### src/rtl/debounce_pkg.sv
// Shared types and default constants for the multi-channel button debouncer.
package debounce_pkg;

    // One-hot style encoding so that a corrupted state register is detectable
    // and recovered through the FSM default arm.
    typedef enum logic [1:0] {
        ST_STABLE  = 2'b01,
        ST_PENDING = 2'b10
    } deb_state_t;

    // 10 ms debounce window and 2 s long-press at a 50 MHz system clock.
    localparam int unsigned DEB_DEFAULT_CYCLES = 32'd500_000;
    localparam int unsigned DEB_DEFAULT_LONG   = 32'd100_000_000;

endpackage

### src/rtl/debounce_channel.sv
// Single button channel: 2-flop synchroniser, symmetric press/release debounce
// FSM, registered press/release pulses and, when MULTI_DEBOUNCE_LONGPRESS_EN is
// defined, a saturating hold counter producing one long-press pulse per press.
// "release" is a reserved word, so the falling-edge pulse is release_pulse.
module debounce_channel
    import debounce_pkg::*;
#(
    parameter int unsigned DEBOUNCE_CYCLES = DEB_DEFAULT_CYCLES
`ifdef MULTI_DEBOUNCE_LONGPRESS_EN
    ,
    parameter int unsigned LONG_CYCLES     = DEB_DEFAULT_LONG
`endif
) (
    input  logic clk,
    input  logic reset,
    input  logic btn,
    output logic level,
    output logic press,
    output logic release_pulse,
    output logic long_press
);

    localparam int unsigned CW = $clog2(DEBOUNCE_CYCLES);

    logic [1:0]    sync_r;
    logic          s_s;
    deb_state_t    state_r;
    logic [CW-1:0] cnt_r;
    logic          level_r;
    logic          press_r;
    logic          release_r;

    // Bring the asynchronous button into the clk domain.
    always_ff @(posedge clk or posedge reset) begin
        if (reset) begin
            sync_r <= 2'b00;
        end else begin
            sync_r <= {sync_r[0], btn};
        end
    end

    assign s_s = sync_r[1];

    // Debounce FSM: a change is accepted only after DEBOUNCE_CYCLES
    // consecutive synchronised samples disagree with the current level.
    always_ff @(posedge clk or posedge reset) begin
        if (reset) begin
            state_r   <= ST_STABLE;
            cnt_r     <= {CW{1'b0}};
            level_r   <= 1'b0;
            press_r   <= 1'b0;
            release_r <= 1'b0;
        end else begin
            press_r   <= 1'b0;
            release_r <= 1'b0;
            case (state_r)
                ST_STABLE: begin
                    if (s_s != level_r) begin
                        state_r <= ST_PENDING;
                        cnt_r   <= CW'(1);
                    end else begin
                        cnt_r   <= {CW{1'b0}};
                    end
                end
                ST_PENDING: begin
                    if (s_s == level_r) begin
                        state_r <= ST_STABLE;
                        cnt_r   <= {CW{1'b0}};
                    end else if (cnt_r == CW'(DEBOUNCE_CYCLES - 1)) begin
                        level_r   <= ~level_r;
                        press_r   <= ~level_r;
                        release_r <= level_r;
                        state_r   <= ST_STABLE;
                        cnt_r     <= {CW{1'b0}};
                    end else begin
                        cnt_r <= cnt_r + CW'(1);
                    end
                end
                default: begin
                    state_r <= ST_STABLE;
                    cnt_r   <= {CW{1'b0}};
                end
            endcase
        end
    end

    assign level         = level_r;
    assign press         = press_r;
    assign release_pulse = release_r;

`ifdef MULTI_DEBOUNCE_LONGPRESS_EN
    localparam int unsigned HW = $clog2(LONG_CYCLES);

    logic [HW-1:0] hold_r;
    logic          long_r;
    logic          fall_s;

    // Level is about to drop this edge; a release on this edge beats long-press.
    always_comb begin
        if ((state_r == ST_PENDING) && (s_s != level_r) &&
            (cnt_r == CW'(DEBOUNCE_CYCLES - 1))) begin
            fall_s = level_r;
        end else begin
            fall_s = 1'b0;
        end
    end

    // Count accepted-pressed cycles, pulse once at LONG_CYCLES-1 and saturate.
    always_ff @(posedge clk or posedge reset) begin
        if (reset) begin
            hold_r <= {HW{1'b0}};
            long_r <= 1'b0;
        end else begin
            long_r <= 1'b0;
            if (!level_r) begin
                hold_r <= {HW{1'b0}};
            end else if (hold_r != HW'(LONG_CYCLES - 1)) begin
                hold_r <= hold_r + HW'(1);
                if ((hold_r == HW'(LONG_CYCLES - 2)) && !fall_s) begin
                    long_r <= 1'b1;
                end else begin
                    long_r <= 1'b0;
                end
            end else begin
                hold_r <= hold_r;
            end
        end
    end

    assign long_press = long_r;
`else
    assign long_press = 1'b0;
`endif

endmodule

### src/rtl/multi_button_debounce.sv
// N-channel push-button conditioner: one independent debounce_channel per
// button. Long-press detection is compiled in only when the macro
// MULTI_DEBOUNCE_LONGPRESS_EN is defined; otherwise long_press is tied low.
module multi_button_debounce
    import debounce_pkg::*;
#(
    parameter int unsigned N_CH            = 4,
    parameter int unsigned DEBOUNCE_CYCLES = DEB_DEFAULT_CYCLES,
    parameter int unsigned LONG_CYCLES     = DEB_DEFAULT_LONG
) (
    input  logic            clk,
    input  logic            reset,
    input  logic [N_CH-1:0] btn,
    output logic [N_CH-1:0] level,
    output logic [N_CH-1:0] press,
    output logic [N_CH-1:0] release_pulse,
    output logic [N_CH-1:0] long_press
);

    // Reject parameter values the channel logic cannot represent.
    if ((N_CH < 1) || (DEBOUNCE_CYCLES < 2) || (LONG_CYCLES < 2)) begin : g_param_check
        $error("multi_button_debounce: parameter out of range");
    end

    for (genvar i = 0; i < N_CH; i++) begin : g_ch
        debounce_channel #(
            .DEBOUNCE_CYCLES (DEBOUNCE_CYCLES)
`ifdef MULTI_DEBOUNCE_LONGPRESS_EN
            ,
            .LONG_CYCLES     (LONG_CYCLES)
`endif
        ) u_channel (
            .clk           (clk),
            .reset         (reset),
            .btn           (btn[i]),
            .level         (level[i]),
            .press         (press[i]),
            .release_pulse (release_pulse[i]),
            .long_press    (long_press[i])
        );
    end

endmodule
### config.mk
export PLATFORM = sky130hd
export DESIGN_NAME = multi_button_debounce
export DESIGN_NICKNAME = d
export VERILOG_FILES = /design/src/rtl/debounce_pkg.sv /design/src/rtl/debounce_channel.sv /design/src/rtl/multi_button_debounce.sv
export SDC_FILE = /design/constraint.sdc
export NUM_CORES = 1
export LEC_CHECK = 0
export ABC_AREA = 1
export CAP_MARGIN = 20
export CORE_UTILIZATION = 40
export CTS_BUF_LIST = sky130_fd_sc_hd__clkbuf_8 sky130_fd_sc_hd__clkbuf_16
export DETAILED_ROUTE_END_ITERATION = 8
export HOLD_SLACK_MARGIN = 0.08
export PLACE_DENSITY_LB_ADDON = 0.12
export SYNTH_ARGS = -nofsm -noshare
export SYNTH_HDL_FRONTEND = slang
export SYNTH_SLANG_ARGS = --single-unit
### constraint.sdc
create_clock -name clk -period 4.5 [get_ports clk]
set_clock_uncertainty 0.2 [all_clocks]
set_input_delay 0.9 -clock clk [delete_from_list [all_inputs] [get_ports clk]]
set_output_delay 0.9 -clock clk [all_outputs]
set_load 0.02 [all_outputs]
# ---- Word level (Yosys, flattened, before mapping)
# Index checks and enable logic that the tools add are counted.
dict set report totals {
  reg_bits 104
  out_inout_bits 16
}
dict set report op_classes {
  addsub 4
  n_eq_ne 28
  mux 56
  n_bitwise 8
  n_reduce_logical 8
}
# op n
set ops {}
lappend ops {{2-to-1 mux 19 bit} 8}
lappend ops {{case mux 19 bit (2 select lines)} 4}
lappend ops {{adder 19 x 1 -> 19 bit (second input constant)} 4}
lappend ops {{equality test 19 bit (second input constant)} 4}
lappend ops {{2-to-1 mux 1 bit} 28}
lappend ops {{2-to-1 mux 2 bit} 12}
lappend ops {{case mux 2 bit (2 select lines)} 4}
lappend ops {{!= test 3 x 1 -> 1 bit (second input constant)} 4}
lappend ops {{AND reduction 3 bit} 4}
lappend ops {{equality test 2 x 1 -> 1 bit (second input constant)} 4}
lappend ops {{equality test 2 bit (second input constant)} 4}
lappend ops {{!= test 2 x 1 -> 1 bit (second input constant)} 4}
lappend ops {{NOT 1 bit} 8}
lappend ops {{AND reduction 2 bit} 4}
lappend ops {{equality test 1 bit} 4}
lappend ops {{!= test 1 bit} 4}

# ---- Longest topological paths before layout
dict set report logic_depth {
  depth_word 4
  ltp_mapped 10
}

# ---- By module
# A second synthesis with hierarchy kept.
dict set report unflattened {
  hier_cells 714
  hier_area_um2 5763.0
}
# module n_inst cells_per_inst area_per_inst_um2
set by_module_without_submodules {}
lappend by_module_without_submodules {{debounce_channel (g_ch[0].u_channel ...)} 3 173 1408.9}
lappend by_module_without_submodules {{debounce_channel (g_ch[3].u_channel)} 1 195 1536.5}

# ---- Worst setup path after synthesis
# OpenSTA, ideal clock, no wires.
dict set report synth_path {
  path_kind {flip-flop to output port}
  from {reg g_ch[0].u_channel.level_r}
  to {out level[0]}
  arrival_time_ns 0.556
  setup_slack_ns 2.844
  path_stages_with_launch 2
  cell_sequence {dfrtp_1 > buf_4}
}
# item line
set synth_rtl {}
lappend synth_rtl {{start, declared} debounce_channel.sv:29} ;# logic level_r;
lappend synth_rtl {{start signal, assigned} debounce_channel.sv:70} ;# level_r <= ~level_r;
lappend synth_rtl {{end, declared} multi_button_debounce.sv:14} ;# output logic [N_CH-1:0] level,
# No word-level cell between the ends.

# ---- Final worst setup path
dict set report layout_path {
  from {reg g_ch[0].u_channel.level_r}
  to {out level[0]}
}
# No word-level cell between the ends.

==> impl_metrics.yaml <==
global_route:
  antenna_found_initial: 0
  grt_max_degree: 85
  grt_overflow_total: 0
  grt_pass1_vias: 4305
  grt_usage_pct: 16.3
  grt_pass1_wl_mm: 19.4
clock_network:
  cts_resized: 0
  cts_tree: "done"
  clock_latency_ps: 350
  clk_pin_slew_ps: 70
  hold_buffers: 0
  cts.path.max_buffers: 2
  cts_buffers: 9
  cts-root-buf: "clkbuf_16"
  cts_max_level: 3
  clock-sinks: 104
  postCtsSetupRepairBufs: 0
drt:
  routed_via_density: 4.72
  finalWirelength_mm: 10.9
  detail-route-antenna-nets: 0
  first_pass_iters: 5
  via_count: 4443
  wire_per_inst_um: 11.6
  route.detailed.drc: 0
  drt_iter0_drc: 283
floorplanning:
  dieHeight_um: 122
  die_width_um: 122
  core_sq_um: 14000
  design.die.area_sq_um: 15000
  start_util_pct: 41.5
  rows: 43
  ios: 22
worst_setup_path:
  crit_path_start_kind: "flop"
  arrival_ps: 1400
  cpPeakStageDelay_ps: 630
  r2r_cells: 6
  slowest_stage: "clkdlybuf4s50_1"
  cp_top_family: "buffers and inverters"
  end_kind: "primary output"
  path_class: "flop to primary output"
  path_max_fanout: 6
  crit_chain: "clkdlybuf4s50_1"
  worstPathRequired_ps: 3400
  worst-path-stages: 1
  critPathBufInv: 1
sta:
  fin_crit_sh_pct: 55.5
  finalHoldViolCount: 0
  tns_ps: 0
  period_needed_ps: 2500
  slew_violations: 0
  fmaxAchievable_mhz: 400
  fin_worst_hold_slack_ps: 149
  setup_ws_ps: 2000
  rsz0062_at_grt: "false"
  setup_viol: 0
yosys:
  synth.distinct_cells: 31
  netlist_area_sq_um: 5800
  synth_area_leaders: "dfrtp_1, nand2_1, nor2_1"
  yosysSeqAreaShare_pct: 45.0
  netlist.area_leader.share_pct: 43.1
  ys_ff_latch: 104
  synth_cells: 746
  avgSynthCellArea_sq_um: 7.77
  synth_largest_area_cell: "dfrtp_1"
  yosys_warnings: 0
final_layout:
  layout-drive-gt1-share_pct: 6.31
  area_growth_pct: 9.86
  finalNetCount: 774
  fillCellCount: 1384
  final_cells: 941
  diodes: 0
power:
  vdd_drop_max_v: 0.000187
  leakage_uw: 0.00269
  p_per_area_nw_per_um2: 351
  finalPower_uw: 2230
min_path:
  min_path_cells: 0
  worst_hold_path_type: "flop to flop"
placed_design:
  dp.cells: 925
  gp_congestion: 0.854
  io_buffers: 17
  place_ws_ps: 2270
  place_hpwl_mm: 7.81
status:
  status: "complete, no violations"
flow_run:
  drv_cap: 0
[Yosys cell counts]
cell type / count
inv_2: 1
buf_2: 2
xor2_1: 38
nor2_2: 5
nand4_1: 19
o21ai_2: 2
nor4_1: 1
conb_1: 1
nor2_4: 9
nand3b_1: 2
o21bai_1: 4
or2_1: 4
nor3_1: 14
dfstp_2: 4
nand2_4: 2
nand3_1: 42
inv_1: 81
dfrtp_1: 100
buf_6: 4
a21oi_1: 2
nand2_2: 4
nand3_2: 4
nor3b_1: 2
o21ai_0: 6
nor2_1: 168
ha_1: 12
buf_4: 16
nor3_2: 2
xnor2_1: 14
nand2_1: 180
o21ai_1: 1
[stage by stage]
stage	utilization [%]	area, sq um
3_5_place_dp	43.3	6050
2_1_floorplan	-	5810
5_1_grt	45.5	6370
3_3_place_gp	43.3	6050
4_1_cts	45.5	6370
6_report	45.5	6370
[sequential cells by signal (all words and copies together) (netlist names)]
signal and count:
g_ch.u_channel.level 4, g_ch.u_channel.press 4, g_ch.u_channel.release_pulse 4, g_ch.u_channel.state_r 8
g_ch.u_channel.sync_r 8, g_ch.u_channel.cnt_r 76
[where the power goes]
part | internal, uW | switching [uW] | total, uW
registers | 1010 | 54.4 | 1060
logic | 111 | 222 | 333
clock network | 497 | 344 | 841
[final cells by class]
cell class	instances	area [sq um]	area share, %
clock inverters	6	78.8	1.24
inverters	82	310	4.87
repair buffers	18	190	2.99
multi-input cells	541	2720	42.7
well taps	180	225	3.53
clock buffers	10	239	3.75
flip-flops and latches	104	2610	40.9
[layout by cell type (no fill, tap or decap), types with 14 or more instances in the layout]
master and n:
nand4_1 19, dfrtp_1 100, inv_1 83, nand2_1 180, clkdlybuf4s50_1 17, nor2_1 168
nand3_1 42, nor3_1 14, xor2_1 38, xnor2_1 14
[metal layers]
metal / global-route usage, % / vias up / wire, um
met5: 0 / - / 0
met4: 4.50 / 0 / 116
met3: 4.18 / 8 / 440
met2: 26.7 / 71 / 5000
met1: 21.2 / 2051 / 5350
li1: - / 2313 / -
[final timing paths]
check	start	to	slack, ps
worst max-delay path	g_ch[0].u_channel.level	level[0]	2000
worst min-delay path	g_ch[1].u_channel.sync_r[0]	g_ch[1].u_channel.sync_r[1]	150
worst max register to register	g_ch[0].u_channel.cnt_r[0]	g_ch[0].u_channel.cnt_r[0]	2600
worst min register to register	g_ch[1].u_channel.sync_r[0]	g_ch[1].u_channel.sync_r[1]	150
max in group asynchronous	reset	g_ch[2].u_channel.state_r[0]	2700
min in group asynchronous	reset	g_ch[0].u_channel.cnt_r[18]	650
[kinds of logic after synthesis]
| kind of cell | Yosys count | share of synthesized area [%] |
|---|---|---|
| buffers and inverters | 104 | 8.33 |
| xor gates and xnor gates | 52 | 7.85 |
| and+or+nand+nor | 458 | 34.6 |
| other | 1 | 0.0647 |
| DFF | 104 | 45.0 |
| adders and majority gates | 12 | 2.59 |
| AOI/OAI and AO/OA | 15 | 1.60 |
Power figures use the tool's default switching activity.
